--- config.mk ---
export PLATFORM = sky130hd
export DESIGN_NAME = add_out_driver
export DESIGN_NICKNAME = d
export VERILOG_FILES = /design/src/rtl/add_out_pkg.sv /design/src/rtl/add_out_serial_core.sv /design/src/rtl/add_out_driver.sv
export SDC_FILE = /design/constraint.sdc
export NUM_CORES = 1
export LEC_CHECK = 0
export ABC_AREA = 1
export CAP_MARGIN = 20
export CORE_MARGIN = 1.5
export CORE_UTILIZATION = 55
export DETAILED_ROUTE_END_ITERATION = 8
export PLACE_DENSITY = 0.82
export SKIP_LAST_GASP = 1
export SLEW_MARGIN = 20
export SYNTH_ARGS = -nofsm -noshare
export SYNTH_HDL_FRONTEND = slang
export SYNTH_SLANG_ARGS = --single-unit
export TNS_END_PERCENT = 10
--- constraint.sdc ---
create_clock -name clock -period 3.2 [get_ports clock]
set_clock_uncertainty 0.05 [all_clocks]
set_input_delay 0.96 -clock clock [delete_from_list [all_inputs] [get_ports clock]]
set_output_delay 0.96 -clock clock [all_outputs]
set_load 0.02 [all_outputs]
--- src/rtl/add_out_pkg.sv ---
// Shared types, defaults and the one-bit full adder for the bit-serial add_out_driver.
package add_out_pkg;

   localparam int ADD_OUT_WIDTH = 4;
   localparam int ADD_OUT_HOLD  = 2;

   localparam logic [1:0] ST_IDLE  = 2'd0;
   localparam logic [1:0] ST_ADD   = 2'd1;
   localparam logic [1:0] ST_DRIVE = 2'd2;

   typedef enum logic [1:0] {
      IDLE  = ST_IDLE,
      ADD   = ST_ADD,
      DRIVE = ST_DRIVE
   } add_out_state_t;

   // Returns {carry_out, sum_bit}.
   function automatic logic [1:0] full_add(input logic x, input logic y, input logic ci);
      return {(x & y) | (x & ci) | (y & ci), x ^ y ^ ci};
   endfunction

endpackage

--- src/rtl/add_out_serial_core.sv ---
// Bit-serial adder datapath: operand shift registers, carry, bit counter and full adder.
// done/sum_bits/carry present the final result combinationally during the last bit-cycle.
module add_out_serial_core
   import add_out_pkg::*;
#(
   parameter int WIDTH = ADD_OUT_WIDTH
) (
   input  logic             clock,
   input  logic             reset,
   input  logic             start,
   input  logic [WIDTH-1:0] a,
   input  logic [WIDTH-1:0] b,
   input  logic             cin,
   output logic             done,
   output logic [WIDTH-1:0] sum_bits,
   output logic             carry
);

   localparam int CW = (WIDTH > 1) ? $clog2(WIDTH) : 1;

   logic [WIDTH-1:0] a_q, a_d, b_q, b_d, s_q, s_d, s_shift;
   logic [CW-1:0]    cnt_q, cnt_d;
   logic             c_q, c_d, busy_q, busy_d;
   logic             fa_s, fa_c;

   assign {fa_c, fa_s} = full_add(a_q[0], b_q[0], c_q);

   // New bit enters at the MSB so that bit 0 lands at the LSB after WIDTH shifts.
   generate
      if (WIDTH == 1) begin : g_w1
         assign s_shift = fa_s;
      end else begin : g_wn
         assign s_shift = {fa_s, s_q[WIDTH-1:1]};
      end
   endgenerate

   assign sum_bits = s_shift;
   assign carry    = fa_c;

   always_comb begin
      a_d    = a_q;
      b_d    = b_q;
      s_d    = s_q;
      c_d    = c_q;
      cnt_d  = cnt_q;
      busy_d = busy_q;
      done   = 1'b0;
      if (start) begin
         a_d    = a;
         b_d    = b;
         c_d    = cin;
         s_d    = '0;
         cnt_d  = '0;
         busy_d = 1'b1;
      end else if (busy_q) begin
         a_d   = a_q >> 1;
         b_d   = b_q >> 1;
         c_d   = fa_c;
         s_d   = s_shift;
         cnt_d = cnt_q + CW'(1);
         if (cnt_q == CW'(WIDTH - 1)) begin
            done   = 1'b1;
            busy_d = 1'b0;
         end
      end
   end

   always_ff @(posedge clock) begin
      if (reset) begin
         a_q    <= '0;
         b_q    <= '0;
         s_q    <= '0;
         c_q    <= 1'b0;
         cnt_q  <= '0;
         busy_q <= 1'b0;
      end else begin
         a_q    <= a_d;
         b_q    <= b_d;
         s_q    <= s_d;
         c_q    <= c_d;
         cnt_q  <= cnt_d;
         busy_q <= busy_d;
      end
   end

endmodule

--- src/rtl/add_out_driver.sv ---
// Bit-serial adder driving the out_intf cout/sum bus for HOLD_CYCLES per result.
// Define ADD_OUT_DRIVER_TRISTATE_EN to float sum/cout whenever out_valid is low.
module add_out_driver
   import add_out_pkg::*;
#(
   parameter int WIDTH       = ADD_OUT_WIDTH,
   parameter int HOLD_CYCLES = ADD_OUT_HOLD
) (
   input  logic             clock,
   input  logic             reset,
   input  logic             in_valid,
   output logic             in_ready,
   input  logic [WIDTH-1:0] a,
   input  logic [WIDTH-1:0] b,
   input  logic             cin,
   output logic             cout,
   output logic [WIDTH-1:0] sum,
   output logic             out_valid
);

   localparam int HW = $clog2(HOLD_CYCLES + 1);

   add_out_state_t   state_q, state_d;
   logic [WIDTH-1:0] sum_q, sum_d, core_sum;
   logic             cout_q, cout_d, out_valid_q, out_valid_d;
   logic [HW-1:0]    hold_q, hold_d;
   logic             start, core_done, core_carry;

   assign in_ready = (state_q == IDLE) && !reset;
   assign start    = in_valid && in_ready;

   add_out_serial_core #(.WIDTH(WIDTH)) u_core (
      .clock    (clock),
      .reset    (reset),
      .start    (start),
      .a        (a),
      .b        (b),
      .cin      (cin),
      .done     (core_done),
      .sum_bits (core_sum),
      .carry    (core_carry)
   );

   always_comb begin
      state_d     = state_q;
      sum_d       = sum_q;
      cout_d      = cout_q;
      out_valid_d = out_valid_q;
      hold_d      = hold_q;
      case (state_q)
         IDLE: begin
            if (start) state_d = ADD;
         end
         ADD: begin
            if (core_done) begin
               sum_d       = core_sum;
               cout_d      = core_carry;
               hold_d      = HW'(HOLD_CYCLES);
               out_valid_d = 1'b1;
               state_d     = DRIVE;
            end
         end
         DRIVE: begin
            hold_d = hold_q - HW'(1);
            if (hold_q == HW'(1)) begin
               out_valid_d = 1'b0;
               state_d     = IDLE;
            end
         end
         default: state_d = IDLE;
      endcase
   end

   always_ff @(posedge clock) begin
      if (reset) begin
         state_q     <= IDLE;
         sum_q       <= '0;
         cout_q      <= 1'b0;
         out_valid_q <= 1'b0;
         hold_q      <= '0;
      end else begin
         state_q     <= state_d;
         sum_q       <= sum_d;
         cout_q      <= cout_d;
         out_valid_q <= out_valid_d;
         hold_q      <= hold_d;
      end
   end

   assign out_valid = out_valid_q;

`ifdef ADD_OUT_DRIVER_TRISTATE_EN
   // Shared bus: only drive while presenting a result, and never during reset.
   assign sum  = (out_valid_q && !reset) ? sum_q : {WIDTH{1'bz}};
   assign cout = (out_valid_q && !reset) ? cout_q : 1'bz;
`else
   assign sum  = sum_q;
   assign cout = cout_q;
`endif

endmodule
Yosys cells after proc, flatten, opt, wreduce, memory -nomap -nowiden
Cells that the tools add are included.
Storage, ports and cells
  word-level logic and storage cells: 58
  flip-flop bits (word level): 26
  input port bits: 12
Operators by class
  muxes and demuxes: 20
  reductions and logical operators: 11
  bitwise logic cells: 7
  equality and inequality tests: 7
  $add $sub $neg: 2
Operators by type and width (count)
  4-bit two-way mux: 4
  1-bit two-way mux: 10
  2-bit two-way mux: 3
  2-bit inequality test, second input constant: 3
  2-bit case mux with 3 select lines: 1
  3-bit AND reduction: 2
  2-bit by 1-bit == test with 1-bit output, second input constant: 2
  2-bit == test, second input constant: 2
  2-bit case mux with 2 select lines: 1
  2-bit AND reduction: 2
  2-bit nonzero test: 2
  1-bit AND: 3
  2-bit by 1-bit adder with 2-bit output, second input constant: 1
  1-bit logical AND: 2
  2-bit zero test: 1
  1-bit bitwise OR: 2
  1-bit case mux with 2 select lines: 1
  2-bit OR reduction: 1
  2-bit by 1-bit subtractor with 2-bit output, second input constant: 1
  1-bit XOR: 2
  1-bit zero test: 1

Longest topological paths before layout
Gate-level depths: netlist of the first run.
  word-level depth: 6
  depth in mapped cells: 6
  gate-level depth less buffers: 6

By module
Synthesis of the first run repeated with hierarchy kept, for this count alone.
Second synthesis, totals
  cell total of the unflattened synthesis: 157
  area total of the unflattened synthesis: 1149.9 um^2
By module, submodules not included
  add_out_serial_core: cells an instance 91, instances 1, seq. area each 300.3 um^2, area an instance 681.9 um^2
  add_out_driver: cells an instance 66, instances 1, seq. area each 200.2 um^2, area an instance 467.9 um^2

Worst setup path before layout of the first run
OpenSTA, ideal clock, no wires.
  path kind: input port to output port
  from: in reset
  to: out in_ready
  buffers on the path: 0
  stages on the path: 1
  setup slack: 0.683 ns
  data arrival time: 1.507 ns
  required time: 2.190 ns
  cell sequence: nor3_1
Between the ends
  cells in the longest elaborated chain, start to end: 2
RTL lines
  start: declaration: line add_out_driver.sv:10  | input logic reset,
  1-bit zero test: line add_out_driver.sv:29  | assign in_ready = (state_q == IDLE) && !reset;
  1-bit logical AND: line add_out_driver.sv:29
  end: declaration: line add_out_driver.sv:12  | output logic in_ready,
Every way passes these cells.

Worst setup path after layout of the first run
Ends and elaborated chain as after synthesis.

==> results of run 1 <==
[synthesized netlist by cell type]
cell	n	share of area [%]
nand2_1	33	11
dfxtp_1	25	45
a21oi_1	18	8.1
inv_1	14	4.7
nand3_1	14	6.3
nor2_1	12	4.0
nand4_1	7	3.9
o21ai_0	7	3.1
buf_2	3	1.3
ha_1	2	2.2
buf_4	1	0.67
buf_6	1	1.0
clkbuf_1	1	0.34
fa_1	1	1.8
inv_2	1	0.34
nand3_4	1	1.6
nand4_2	1	1.1
nor2_4	1	1.0
nor3_1	1	0.45
or2_0	1	0.56
or2_2	1	0.56
xnor2_1	1	0.79
[report_power, final]
part | switching (W) | internal [W] | total [W] | leakage, nW
Clock | 0.0000960 | 0.0000470 | 0.000143 | 0.0177
Sequential | 0.0000119 | 0.000323 | 0.000335 | 0.203
Combinational | 0.0000380 | 0.0000329 | 0.0000709 | 0.349
Total | 0.000146 | 0.000403 | 0.000549 | 0.570
[sequential cells by signal, summed over array words and instances (netlist names)]
register and count:
sum 4, u_core.a_q 4, u_core.b_q 4, u_core.s_q 3
hold_q 2, state_q 2, u_core.cnt_q 2, cout 1
out_valid 1, u_core.busy_q 1, u_core.c_q 1
[per-layer routing]
metal / vias to the layer above / track usage (%) / share of wire [%]
met5: - / 0 / 0
met4: 0 / 9.73 / 2.0
met3: 5 / 4.53 / 3.2
met2: 17 / 38.9 / 53
met1: 459 / 24.4 / 42
li1: 519 / - / -
[worst max path at each step]
stage	start	end	slack [ns]	cells past startpoint
after floorplan	reset	in_ready	0.68	1
after global placement	reset	in_ready	-0.09	4
after detailed placement	reset	in_ready	-0.08	4
after CTS	reset	in_ready	0.19	4
after global routing	reset	in_ready	0.14	4
final	reset	in_ready	0.18	4
[worst max-delay path, cell delays in order]
cell and delay, ns:
clkdlybuf4s50_1 0.42, nor3_1 0.16, buf_4 0.15, dlygate4sd2_1 0.33
[cells by family (layout without fill, tap and decap cells)]
family                   Yosys count  in the layout  synth area share [%]
AND/OR/NAND/NOR                   72             72                  30.6
AO/OA/AOI/OAI                     25             25                  11.2
flip-flops                        25             25                  44.9
buffers and inverters             21             39                  8.42
adder cells (fa/ha/maj)            3              3                  4.04
XOR/XNOR                           1              1                 0.786
[final cells by class]
cell class	instances	area (sq um)
sequential	25	500
fill	186	609
tap	27	33.8
multi-input combinational	101	520
inverter	15	56.3
timing repair buffer	20	194
clock buffer	3	22.5
clock inverter	1	5.00
[per-stage QoR]
step | instance area [sq um] | std cells | power [W] | hold WS (ns) | utilization, %
final | 1330 | 192 | 0.000549 | 0.421 | 68.6
after CTS | 1330 | 192 | 0.000550 | 0.425 | 68.6
after floorplan | 1110 | 147 | 0.000387 | 0.382 | -
after detailed placement | 1310 | 188 | 0.000413 | 0.405 | 67.3
after global routing | 1330 | 192 | 0.000573 | 0.443 | 68.6
after global placement | 1310 | 188 | 0.000411 | 0.400 | 67.3
==> flow_summary.json, run 1 <==
{
  "grt_pass1_vias": 847,
  "fin_tns_setup_ns": 0,
  "postSynthCellCount": 147,
  "final_nets": 181,
  "final_common_cell": "nand2_1",
  "reg2reg_from": "u_core.busy_q",
  "avgSynthCellArea_sq_um": 7.58,
  "tightest_slew_ns": 0.513,
  "yosys_warnings": 0,
  "p_per_area_mw_per_mm2": 412,
  "port_buffers": 18,
  "diodes": 0,
  "report.final.slew_viol_count": 0,
  "synth-seq-cells": 25,
  "rows": 16,
  "worstPathMaxFanout": 3,
  "cts_tree": "yes",
  "cts_buffers": 3,
  "dp_slack_ns": -0.0753,
  "die_x_um": 48.0,
  "reg2regPathDepth": 3,
  "setup_viol": 0,
  "rsz0062_at_grt": "false",
  "cts_htree_levels": 1,
  "cts_resized": 1,
  "hold_end": "hold_q[0]",
  "antenna_left": 0,
  "cap_violations": 0,
  "insertion_delay_ns": 0.32,
  "period_minus_slack_ns": 3.02,
  "grt_overflow": 0,
  "ios": 19,
  "grt_pass1_wl_um": 3380,
  "synthToLayoutAreaGrowth_pct": 19.5,
  "clock_path_buffers": 2,
  "syn-cell-area_sq_mm": 0.00111,
  "gp_congestion": 0.740,
  "post_drt_wl_per_cell_um": 11.4,
  "hold_path_class": "reg -> reg",
  "maxClockFrequency_mhz": 331,
  "cellLeakagePower_nw": 0.570,
  "min_period_over_period_pct": 94.3,
  "slew_headroom_pct": 65.8,
  "drc": 0,
  "layout_common_cells": "nand2_1 (33), dfxtp_1 (25), a21oi_1 (18)",
  "whs_path_depth": 1,
  "dr.pass1.iters": 4,
  "antenna_found_initial": 0,
  "grt_max_degree": 20,
  "synth_fp_nets": 162,
  "core_area_sq_mm": 0.00194,
  "r2r_slack_ns": 1.59,
  "clk_pin_slew_ns": 0.13,
  "dpl.hpwl_um": 1540,
  "worstPathArrival_ns": 2.01,
  "r2r-end": "u_core.busy_q",
  "critical_path_class": "in -> out",
  "hold_start": "hold_q[0]",
  "run_status": "completed",
  "drt_wl_total_um": 2190,
  "yosysSeqAreaShare_pct": 44.9,
  "critPathLaunchType": "input port",
  "dieArea_sq_mm": 0.00231,
  "cts_root_buf": "clkbuf_4",
  "setup_ws_ns": 0.181,
  "routed_via_density": 5.21,
  "layout-drive-gt1-share_pct": 6.67,
  "cts.sink_count": 25,
  "critPathCaptureType": "output port",
  "cp.required_ns": 2.19,
  "post-cts-setup-buffer-count": 0,
  "start_util_pct": 57.4,
  "via_count": 1000,
  "hold_viol": 0,
  "cts_hold_buf": 0,
  "yosysUniqueCellTypes": 22,
  "drt_iter0_markers": 4,
  "die_y_um": 48.0,
  "grt.total_usage_pct": 21.7,
  "worst_ir_drop_vdd_uv": 330
}
(Power assumes the default switching activity.)
==> run 2: changes to the inputs <==
Settings changed: CORE_UTILIZATION 55 to 45, CTS_CLUSTER_SIZE set to 8, PLACE_DENSITY 0.82 to 0.69.
==> flow_summary.json, run 2 (synthesis results as in run 1) <==
{
  "run_status": "completed",
  "critPathCaptureType": "output port",
  "final_nets": 181,
  "drt_wl_total_um": 2130,
  "hold_viol": 0,
  "cts_buffers": 3,
  "slew_headroom_pct": 63.3,
  "globalRouteMet2Util_pct": 30.8,
  "dpl.hpwl_um": 1540,
  "critPathLaunchType": "input port",
  "grt_pass1_wl_um": 3750,
  "drt_iter0_markers": 12,
  "grt_max_degree": 20,
  "cts_root_buf": "clkbuf_4",
  "cts_hold_buf": 0,
  "min_period_over_period_pct": 94.1,
  "worstPathArrival_ns": 2.00,
  "layout-drive-gt1-share_pct": 6.67,
  "timing.hold.ws_ns": 0.425,
  "grt.total_usage_pct": 18.4,
  "hold_path_class": "reg -> reg",
  "routed_via_density": 5.06,
  "worstPathMaxFanout": 2,
  "grt_pass1_vias": 881,
  "final_common_cell": "nand2_1",
  "setup_viol": 0,
  "grt_busiest_layer": "met2",
  "die_y_um": 52.8,
  "post_drt_wl_per_cell_um": 11.0,
  "clk_pin_slew_ns": 0.12,
  "period_minus_slack_ns": 3.01,
  "cap_violations": 0,
  "antenna_found_initial": 0,
  "rsz0062_at_grt": "false",
  "gp_congestion": 0.747,
  "antenna_left": 0,
  "p_per_area_mw_per_mm2": 405,
  "layout_common_cells": "nand2_1 (33), dfxtp_1 (25), a21oi_1 (18)",
  "cp.required_ns": 2.19,
  "via_count": 976,
  "met1_usage_pct": 23.4,
  "grtUsageMet3_pct": 2.57,
  "grt_overflow": 0,
  "port_buffers": 18,
  "cts_tree": "yes",
  "insertion_delay_ns": 0.31,
  "drc": 0,
  "diodes": 0,
  "critical_path_class": "in -> out",
  "place_inst": 189,
  "cts_htree_levels": 1,
  "worst_ir_drop_vdd_uv": 309,
  "rows": 17,
  "cellLeakagePower_nw": 0.570,
  "synthToLayoutAreaGrowth_pct": 19.6,
  "dieArea_sq_mm": 0.00279,
  "start_util_pct": 49.0,
  "dr.pass1.iters": 4,
  "clock_path_buffers": 2,
  "ios": 19,
  "report.final.slew_viol_count": 0,
  "maxClockFrequency_mhz": 332,
  "die_x_um": 52.8,
  "core_area_sq_mm": 0.00228,
  "tightest_slew_ns": 0.550,
  "fillCellCount": 220,
  "cts.sink_count": 25,
  "finalNonFillerCells": 193
}
-- run 2: cell counts in the layout (fill, tap and decap cells not counted) --
No cell type changed its count.
-- run 2: worst paths after layout --
| path | end | slack, ns | startpoint | depth (start not counted) |
|---|---|---|---|---|
| setup / recovery | in_ready | 0.19 | reset | 3 |
| hold / removal | u_core.s_q[1] | 0.42 | u_core.s_q[1] | 2 |
| setup reg to reg | u_core.busy_q | 1.53 | u_core.busy_q | 3 |
| hold reg to reg | u_core.s_q[1] | 0.42 | u_core.s_q[1] | 2 |
-- run 2: power breakdown --
part	switching, W	total, W	internal [W]
Combinational	0.0000371	0.0000699	0.0000328
Sequential	0.0000121	0.000335	0.000323
Clock	0.0000880	0.000135	0.0000467
-- run 2: cell type report --
type / count / area [sq um] / area share (%)
well taps: 28 / 35.0 / 2.63
repair buffers: 20 / 194 / 14.5
inverters: 15 / 56.3 / 4.22
multi-input cells: 101 / 520 / 39.0
clock buffers: 3 / 22.5 / 1.69
clock inverters: 1 / 5.00 / 0.375
flip-flops and latches: 25 / 500 / 37.5
-- run 2: routing by layer --
layer  routed length [um]  part of all wire (%)
met3                   66                   3.1
met5                    0                     0
met2                 1010                    47
met4                   14                  0.66
met1                 1040                    49
-- run 2: timing repair --
| action | CTS | global route |
|---|---|---|
| gates resized for setup | 1 | 0 |
| buffers inserted | 0 | 0 |
| setup endpoints to repair | 1 | 0 |
| hold endpoints to repair | 0 | 0 |
-- run 2: per-stage QoR --
stage | setup WS (ns) | instance area (sq um) | util [%] | setup TNS, ns | total power (W)
after floorplan | 0.683 | 1110 | - | 0 | 0.000387
after global placement | -0.0987 | 1310 | 57.4 | -0.0987 | 0.000412
after detailed placement | -0.0936 | 1310 | 57.4 | -0.0936 | 0.000413
after CTS | 0.188 | 1330 | 58.6 | 0 | 0.000549
after global routing | 0.121 | 1330 | 58.6 | 0 | 0.000573
final | 0.190 | 1330 | 58.6 | 0 | 0.000540
-- run 2: worst max-delay path, cell delays in order --
cell             delay, ns
clkdlybuf4s50_1       0.42
nor3_1                0.24
dlygate4sd2_1         0.38
==> run 3: changes to the inputs <==
Settings changed: MAX_ROUTING_LAYER set to met4, SETUP_SLACK_MARGIN set to 0.05.
==> flow_summary.json, run 3 (synthesis results as in run 1) <==
{
  "cellLeakagePower_nw": 0.570,
  "reg2reg_from": "u_core.busy_q",
  "core_area_sq_mm": 0.00228,
  "fillCellCount": 220,
  "grt_max_degree": 20,
  "insertion_delay_ns": 0.31,
  "cap_violations": 0,
  "dp_slack_ns": -0.0936,
  "critPathLaunchType": "input port",
  "worstSetupEndpoint": "in_ready",
  "report.final.slew_viol_count": 0,
  "ios": 19,
  "rows": 17,
  "diodes": 0,
  "drt_iter0_markers": 16,
  "synthToLayoutAreaGrowth_pct": 19.6,
  "cts_buffers": 3,
  "gp_congestion": 0.756,
  "port_buffers": 18,
  "antenna_found_initial": 0,
  "hold_path_class": "reg -> reg",
  "r2r_slack_ns": 1.51,
  "start_util_pct": 49.0,
  "grt_pass1_vias": 885,
  "dpl.hpwl_um": 1540,
  "crit_slowest_cell": "clkdlybuf4s50_1",
  "grt.total_usage_pct": 18.9,
  "crit_path_start": "reset",
  "worstPathMaxFanout": 2,
  "post_drt_wl_per_cell_um": 11.0,
  "clock_path_buffers": 2,
  "run_status": "completed",
  "clk_pin_slew_ns": 0.12,
  "dieArea_sq_mm": 0.00279,
  "setup_viol": 0,
  "period_minus_slack_ns": 3.00,
  "total_power_w": 0.000539,
  "critical_path_class": "in -> out",
  "worstPathArrival_ns": 1.99,
  "cts_htree_levels": 1,
  "rsz0062_at_grt": "false",
  "critPathCaptureType": "output port",
  "tightest_slew_ns": 0.564,
  "slew_headroom_pct": 62.3,
  "final_nets": 181,
  "layout-drive-gt1-share_pct": 6.67,
  "drt_wl_total_um": 2120,
  "cpPeakStageDelay_ns": 0.42,
  "cp.required_ns": 2.19,
  "grt_overflow": 0,
  "routed_via_density": 5.01,
  "cp_cell_sequence": "clkdlybuf4s50_1, nor3_1, dlygate4sd2_1",
  "cts_root_buf": "clkbuf_4",
  "r2r-end": "u_core.busy_q",
  "min_period_over_period_pct": 93.8,
  "maxClockFrequency_mhz": 333,
  "layout_common_cells": "nand2_1 (33), dfxtp_1 (25), a21oi_1 (18)",
  "reg2regPathDepth": 3,
  "cts.sink_count": 25,
  "die_y_um": 52.8,
  "antenna_left": 0,
  "drc": 0,
  "cts_tree": "yes",
  "grt_pass1_wl_um": 3750,
  "worst_ir_drop_vdd_uv": 308,
  "hold_viol": 0,
  "die_x_um": 52.8,
  "p_per_area_mw_per_mm2": 404,
  "via_count": 967,
  "setup_ws_ns": 0.200,
  "dr.pass1.iters": 3,
  "final_common_cell": "nand2_1"
}
run 3: cell counts in the layout (fill, tap and decap cells not counted):
No cell type changed its count.
run 3: power breakdown:
part	internal [W]	switching (W)
registers	0.000323	0.0000122
clock network	0.0000466	0.0000871
logic	0.0000328	0.0000370
run 3: worst max-delay path, delay by kind of cell:
family,cells,cell delay (ns)
simple gates,1,0.24
buf+inv,2,0.80
run 3: metrics by stage:
| stage | instances | TNS, ns | hold WS, ns | utilization (%) | area, sq um |
|---|---|---|---|---|---|
| after detailed placement | 189 | -0.0936 | 0.411 | 57.4 | 1310 |
| after CTS | 193 | 0 | 0.430 | 58.6 | 1330 |
| final | 193 | 0 | 0.425 | 58.6 | 1330 |
| after global placement | 189 | -0.0987 | 0.400 | 57.4 | 1310 |
| after global routing | 193 | 0 | 0.467 | 58.6 | 1330 |
| after floorplan | 147 | 0 | 0.382 | - | 1110 |
run 3: how the worst min path moves through the flow:
stage / cells after the start / startpoint / to
6_report: 2 / u_core.s_q[1] / u_core.s_q[1]
5_1_grt: 2 / u_core.s_q[1] / u_core.s_q[1]
4_1_cts: 2 / u_core.s_q[1] / u_core.s_q[1]
3_5_place_dp: 2 / u_core.s_q[1] / u_core.s_q[1]
3_3_place_gp: 1 / hold_q[0] / hold_q[0]
2_1_floorplan: 1 / hold_q[0] / hold_q[0]
run 3: cell type report:
cell class	instances	area (sq um)	share of cell area (%)
flip-flops and latches	25	500	37.5
clock buffers	3	22.5	1.69
inverters	15	56.3	4.22
multi-input cells	101	520	39.0
repair buffers	20	194	14.5
clock inverters	1	5.00	0.375
well taps	28	35.0	2.63
run 3: what timing repair did:
item                       CTS  global route
gates resized for setup      1             0
buffers inserted             0             0
setup endpoints to repair    1             0
hold buffers                 0             0
run 3: routing by layer:
metal | wire length [um] | GRT usage, %
met5 | 0 | -
met4 | 14 | 7.69
met3 | 62 | 2.57
met2 | 994 | 31.0
met1 | 1040 | 23.4
==> variant 1: new RTL, settings of run 2 <==
Make the reset (`reset`) asynchronous in 2 clocked blocks.
--- a/src/rtl/add_out_serial_core.sv
+++ b/src/rtl/add_out_serial_core.sv
@@ -65,7 +65,7 @@
       end
    end
 
-   always_ff @(posedge clock) begin
+   always_ff @(posedge clock or posedge reset) begin
       if (reset) begin
          a_q    <= '0;
          b_q    <= '0;
--- a/src/rtl/add_out_driver.sv
+++ b/src/rtl/add_out_driver.sv
@@ -71,7 +71,7 @@
       endcase
    end
 
-   always_ff @(posedge clock) begin
+   always_ff @(posedge clock or posedge reset) begin
       if (reset) begin
          state_q     <= IDLE;
          sum_q       <= '0;
Formal check against the unedited RTL: differs if reset is asserted again (counterexample within 10 cycles, from zero or initial values and one cycle with reset high); with reset held inactive, the same outputs for 10 cycles.
==> variant 1 against run 2 <==
  * Sequential cell count unchanged
  * Final cell count is 1.0% lower
  * Routed wire length rose by 4.4%
  * Design area up 9.2%
  * Area after synthesis up 12%
  * Setup slack worse by 0.0087 ns
  * Sequential share of layout area is 5.4 points higher
  * Count of clock-buffer cells in the layout unchanged
  * Non-clock buffer count increased by 1
  * Largest cell class is now registers
Power is not compared: it rests on default switching activity, and its combinational part moved more than twofold at a synthesized area within 25%.
==> variant 1: results (changes against run 2) <==
Setup Slack @ Placement=-0.0865 ns (+0.00706 ns); deepest clock path buffer count=2 (unchanged); FMAX=331 MHz (-0.29%); R2R Setup Slk=1.75 ns (+0.22 ns); Hold Worst Slack=0.446 ns (+0.0212 ns); average size of a mapped cell=8.78 um^2 (+16%); maximum vdd drop=0.561 mV; wire length of the first global-routing pass=3730 um (-0.37%); Vias/cell=5.00 (-1.1%); Cell variety after synth=22 (unchanged); Critical Path Max Stage Delay=0.44 ns (+0.02 ns); total nets after synthesis=157 (-3.1%); sequential fraction of the synthesis area=50.2% (+5.3 points); share of synthesized registers carrying an async set or reset=100% (+100 points); worst min-delay path startpoint=out_valid; net switching power=0.497 mW; level count of the clock H-tree=1 (unchanged); count of buffers added by post-CTS timing repair for setup=0 (unchanged); pin count of the biggest net entering global routing=25 (+25%); WL per Instance=11.6 um (+5.5%); Final Net Count=177 (-2.2%); gpl congestion=0.748 (+0.12%); maximum fanout encountered on the critical timing path=2 (unchanged); antenna violations before repair=0 (unchanged); transition time at the pin with the least slew margin=0.450 ns (-0.0991 ns); instance area at placement=1430 um^2 (+9.4%); layout cells sized above 1=11.8% (+5.1 points); number of antenna diodes=0 (unchanged); number of buffers created by CTS=3 (unchanged); launch point of the worst reg-to-reg path=u_core.busy_q; detailed placer's ending HPWL=1620 um (+5.6%); number of buffers inserted by port buffering=18 (unchanged); clock-pin slew of the registers on the worst-case setup and hold paths=0.13 ns; Post-synth top cells=39 x sky130_fd_sc_hd__nand2_1, 25 x sky130_fd_sc_hd__dfrtp_1, 19 x sky130_fd_sc_hd__inv_1, 19 x sky130_fd_sc_hd__nand3_1, 7 x sky130_fd_sc_hd__nand4_1; 1st-iter DRT viols=12 (unchanged); Tightest Hold Check Type=flop to flop; total number of yosys warnings=0 (unchanged); critical-path cell with the highest stage delay=sky130_fd_sc_hd__clkdlybuf4s50_1; launch point of the worst path=reset; Leakage Power=0.772 nW; clock latency at the later pin of the worst-skew pair=0.31 ns (about the same); number of optimization iterations in the first detailed-route pass=5 (+1); WP data arrival=~2 ns; top cells by area in the synthesized netlist=sky130_fd_sc_hd__dfrtp_1 50%, sky130_fd_sc_hd__nand2_1 12%, sky130_fd_sc_hd__nand3_1 7.6%; outcome=completed; gr usage total=15.2% (-3.2 points); Clk Tree Root Cell=sky130_fd_sc_hd__clkbuf_4; Cells after DPL=187 (-1.1%); total wirelength of the detailed-routed design=2220 um (+4.4%); via count of the first global-routing pass=867 (-1.6%); Main synth FF type=sky130_fd_sc_hd__dfrtp_1
## variant 1: power groups by stage
stage | clock (mW) | combinational [mW] | sequential, mW
2_1_floorplan | 0 | 0.381 | 0.544
5_1_grt | 0.158 | 0.593 | 0.548
4_1_cts | 0.150 | 0.530 | 0.533
3_5_place_dp | 0 | 0.530 | 0.541
6_report | 0.141 | 0.523 | 0.532
3_3_place_gp | 0 | 0.513 | 0.534
## variant 1: per-stage QoR
stage / setup TNS [ns] / utilization, %
after floorplan: 0 / -
after global placement: -0.116 / 56.2
after detailed placement: -0.0865 / 56.2
after CTS: 0 / 57.2
after global routing: 0 / 57.2
final: 0 / 57.2
## variant 1: final timing paths
| kind | end | cells after the start |
|---|---|---|
| min in group asynchronous | sum[3] | 2 |
| max reg2reg | u_core.s_q[3] | 5 |
| max | in_ready | 4 |
| min reg2reg | out_valid | 2 |
| min | out_valid | 2 |
| max in group asynchronous | u_core.busy_q | 3 |
## variant 1: final cells by class
type	instances	area (um^2)
fill	240	1090
sequential	25	626
multi-input combinational	90	485
timing repair buffer	21	201
inverter	21	78.8
tap	30	37.5
clock buffer	3	22.5
clock inverter	1	5.00
## variant 1: repair_timing
item | 4_1_cts | 5_1_grt
hold buffers | 0 | 0
hold endpoints to repair | 0 | 0
gates resized for setup | 1 | 0
endpoints found under the setup margin | 1 | 0
## variant 1: worst max-delay path, delay by kind of cell
| family | cells | cell delay, ns |
|---|---|---|
| buf+inv | 3 | 0.90 |
| simple gates | 1 | 0.14 |
## variant 1: cells by family (layout without fill, tap and decap cells)
family | Yosys count | count (layout) | synth area share [%]
adder cells (fa/ha/maj) | 3 | 3 | 3.61
AND/OR/NAND/NOR | 76 | 76 | 29.4
AO/OA/AOI/OAI | 10 | 10 | 5.22
XOR/XNOR | 1 | 1 | 0.702
flip-flops | 25 | 25 | 50.2
buffers and inverters | 27 | 46 | 10.9
## variant 1: layer usage
metal  global-route usage, %  part of all wire (%)  up-vias
met2                    24.8                    49       14
li1                        -                     -      488
met3                    2.33                   3.1        2
met5                       0                     0        -
met4                    6.27                  0.67        0
met1                    20.2                    47      451
==> variant 2: new RTL, config.mk and constraints of run 2 <==
Made on the original files. Set the package constant `ADD_OUT_HOLD` to 1 (it was 2).
--- a/src/rtl/add_out_pkg.sv
+++ b/src/rtl/add_out_pkg.sv
@@ -2,7 +2,7 @@
 package add_out_pkg;
 
    localparam int ADD_OUT_WIDTH = 4;
-   localparam int ADD_OUT_HOLD  = 2;
+   localparam int ADD_OUT_HOLD  = 1;
 
    localparam logic [1:0] ST_IDLE  = 2'd0;
    localparam logic [1:0] ST_ADD   = 2'd1;
Formal check against the unedited RTL: not equivalent (Yosys sat finds a counterexample within 10 cycles, from zero or initial values and one cycle with reset high).
==> variant 2 against run 2 <==
  * Total power is 4.1% higher
  * Sequential cell count is 1 lower
  * Design area is 2.9% higher
  * Setup slack worse by 0.069 ns
  * Routed wire length is 1.5% higher
  * Highest routed layer unchanged
  * Area after synthesis is 3.7% higher
  * Sequential share of layout area is 2.5 points lower
  * Register-to-register slack better by 0.04 ns
==> variant 2: results (changes against run 2) <==
outcome=completed; Post-synth top cells=37 x sky130_fd_sc_hd__nand2_1, 24 x sky130_fd_sc_hd__dfxtp_1, 24 x sky130_fd_sc_hd__inv_1; fraction of met2 tracks used by global routing=27.0% (-3.8 points); WP data arrival=2.07 ns (+0.07 ns); level count of the clock H-tree=1 (unchanged); instance count of the mapped netlist=157 (+6.8%); hold-critical path endpoint=out_valid; total nets after synthesis=171 (+5.6%); fraction of power spent switching nets=26.1% (+0.66 points); top cells by area in the synthesized netlist=sky130_fd_sc_hd__dfxtp_1 42%, sky130_fd_sc_hd__nand2_1 12%, sky130_fd_sc_hd__inv_1 7.8%; Final Net Count=189 (+4.4%); Cells after DPL=200 (+5.8%); sum of met2 wire segment lengths after detailed routing=1010 um (+0.80%); xor/xnor cell area share of the yosys netlist=0.758% (-0.028 points); Hold Worst Slack=0.428 ns (+0.00361 ns); maximum fanout encountered on the critical timing path=3 (+1); Leakage Power=0.589 nW (+3.3%); gr usage total=17.8% (-0.59 points); detailed placer's ending HPWL=1540 um (-0.13%); DRT met1 WL=1010 um (-3.0%); Critical Path Max Stage Delay=0.45 ns (+0.03 ns); R2R Setup Slk=1.57 ns (+0.04 ns); sequential fraction of the synthesis area=41.6% (-3.3 points); 1st-iter DRT viols=9 (-3); number of antenna diodes=0 (unchanged); Main synth FF type=sky130_fd_sc_hd__dfxtp_1; power dissipated in the clock network=0.162 mW (+20%); via count of the first global-routing pass=853 (-3.2%); worst min-delay path startpoint=out_valid; maximum vdd drop=0.236 mV (-24%); pin count of the biggest net entering global routing=26 (+30%); layout cells sized above 1=7.47% (+0.80 points); number of filler cells placed in the layout=247 (+12%); total via count in the routed design=995 (+1.9%); met3 track demand over resource=3.33% (+0.76 points); wire length of the first global-routing pass=3690 um (-1.5%); GR met1 Demand/Resource=22.9% (-0.45 points); fraction of the mapped netlist area in adder cells=2.81% (-1.2 points); gpl congestion=0.795 (+6.4%); total number of yosys warnings=0 (unchanged); amount of wire on met3 after detailed routing=75 um (+14%); number of optimization iterations in the first detailed-route pass=5 (+1); worst-case headroom to the max-slew limit=64.2% (+0.89 points); Vias/cell=4.88 (-3.6%); post-synthesis compound-gate area fraction=8.55% (-2.7 points); WL per Instance=10.6 um (-4.0%)
## variant 2: cell count changes after synthesis, sizes merged, moves of 2 or more
| cell | delta |
|---|---|
| o21ai | -7 |
| inv | +9 |
| nand3 | -2 |
| nor2 | +7 |
| clkbuf | +3 |
| nand2 | +4 |
| a21oi | -3 |
| buf | -2 |
## variant 2: area by class of cell
type / instances / area [um^2] / area share, %
Multi-Input combinational cell: 102 / 534 / 38.9
Sequential cell: 24 / 480 / 35.0
Timing Repair Buffer: 20 / 194 / 14.1
Inverter: 24 / 90.1 / 6.56
Tap cell: 30 / 37.5 / 2.73
Clock buffer: 4 / 36.3 / 2.64
## variant 2: stage by stage
step	power, mW	setup WS (ns)	util [%]	TNS, ns	area (um^2)
6_report	0.562	0.121	55.9	0	1370
5_1_grt	0.592	0.0432	55.9	0	1370
4_1_cts	0.567	0.105	55.9	0	1370
3_5_place_dp	0.407	-0.186	54.5	-0.186	1340
3_3_place_gp	0.405	-0.162	54.5	-0.162	1340
2_1_floorplan	0.384	0.491	-	0	1160
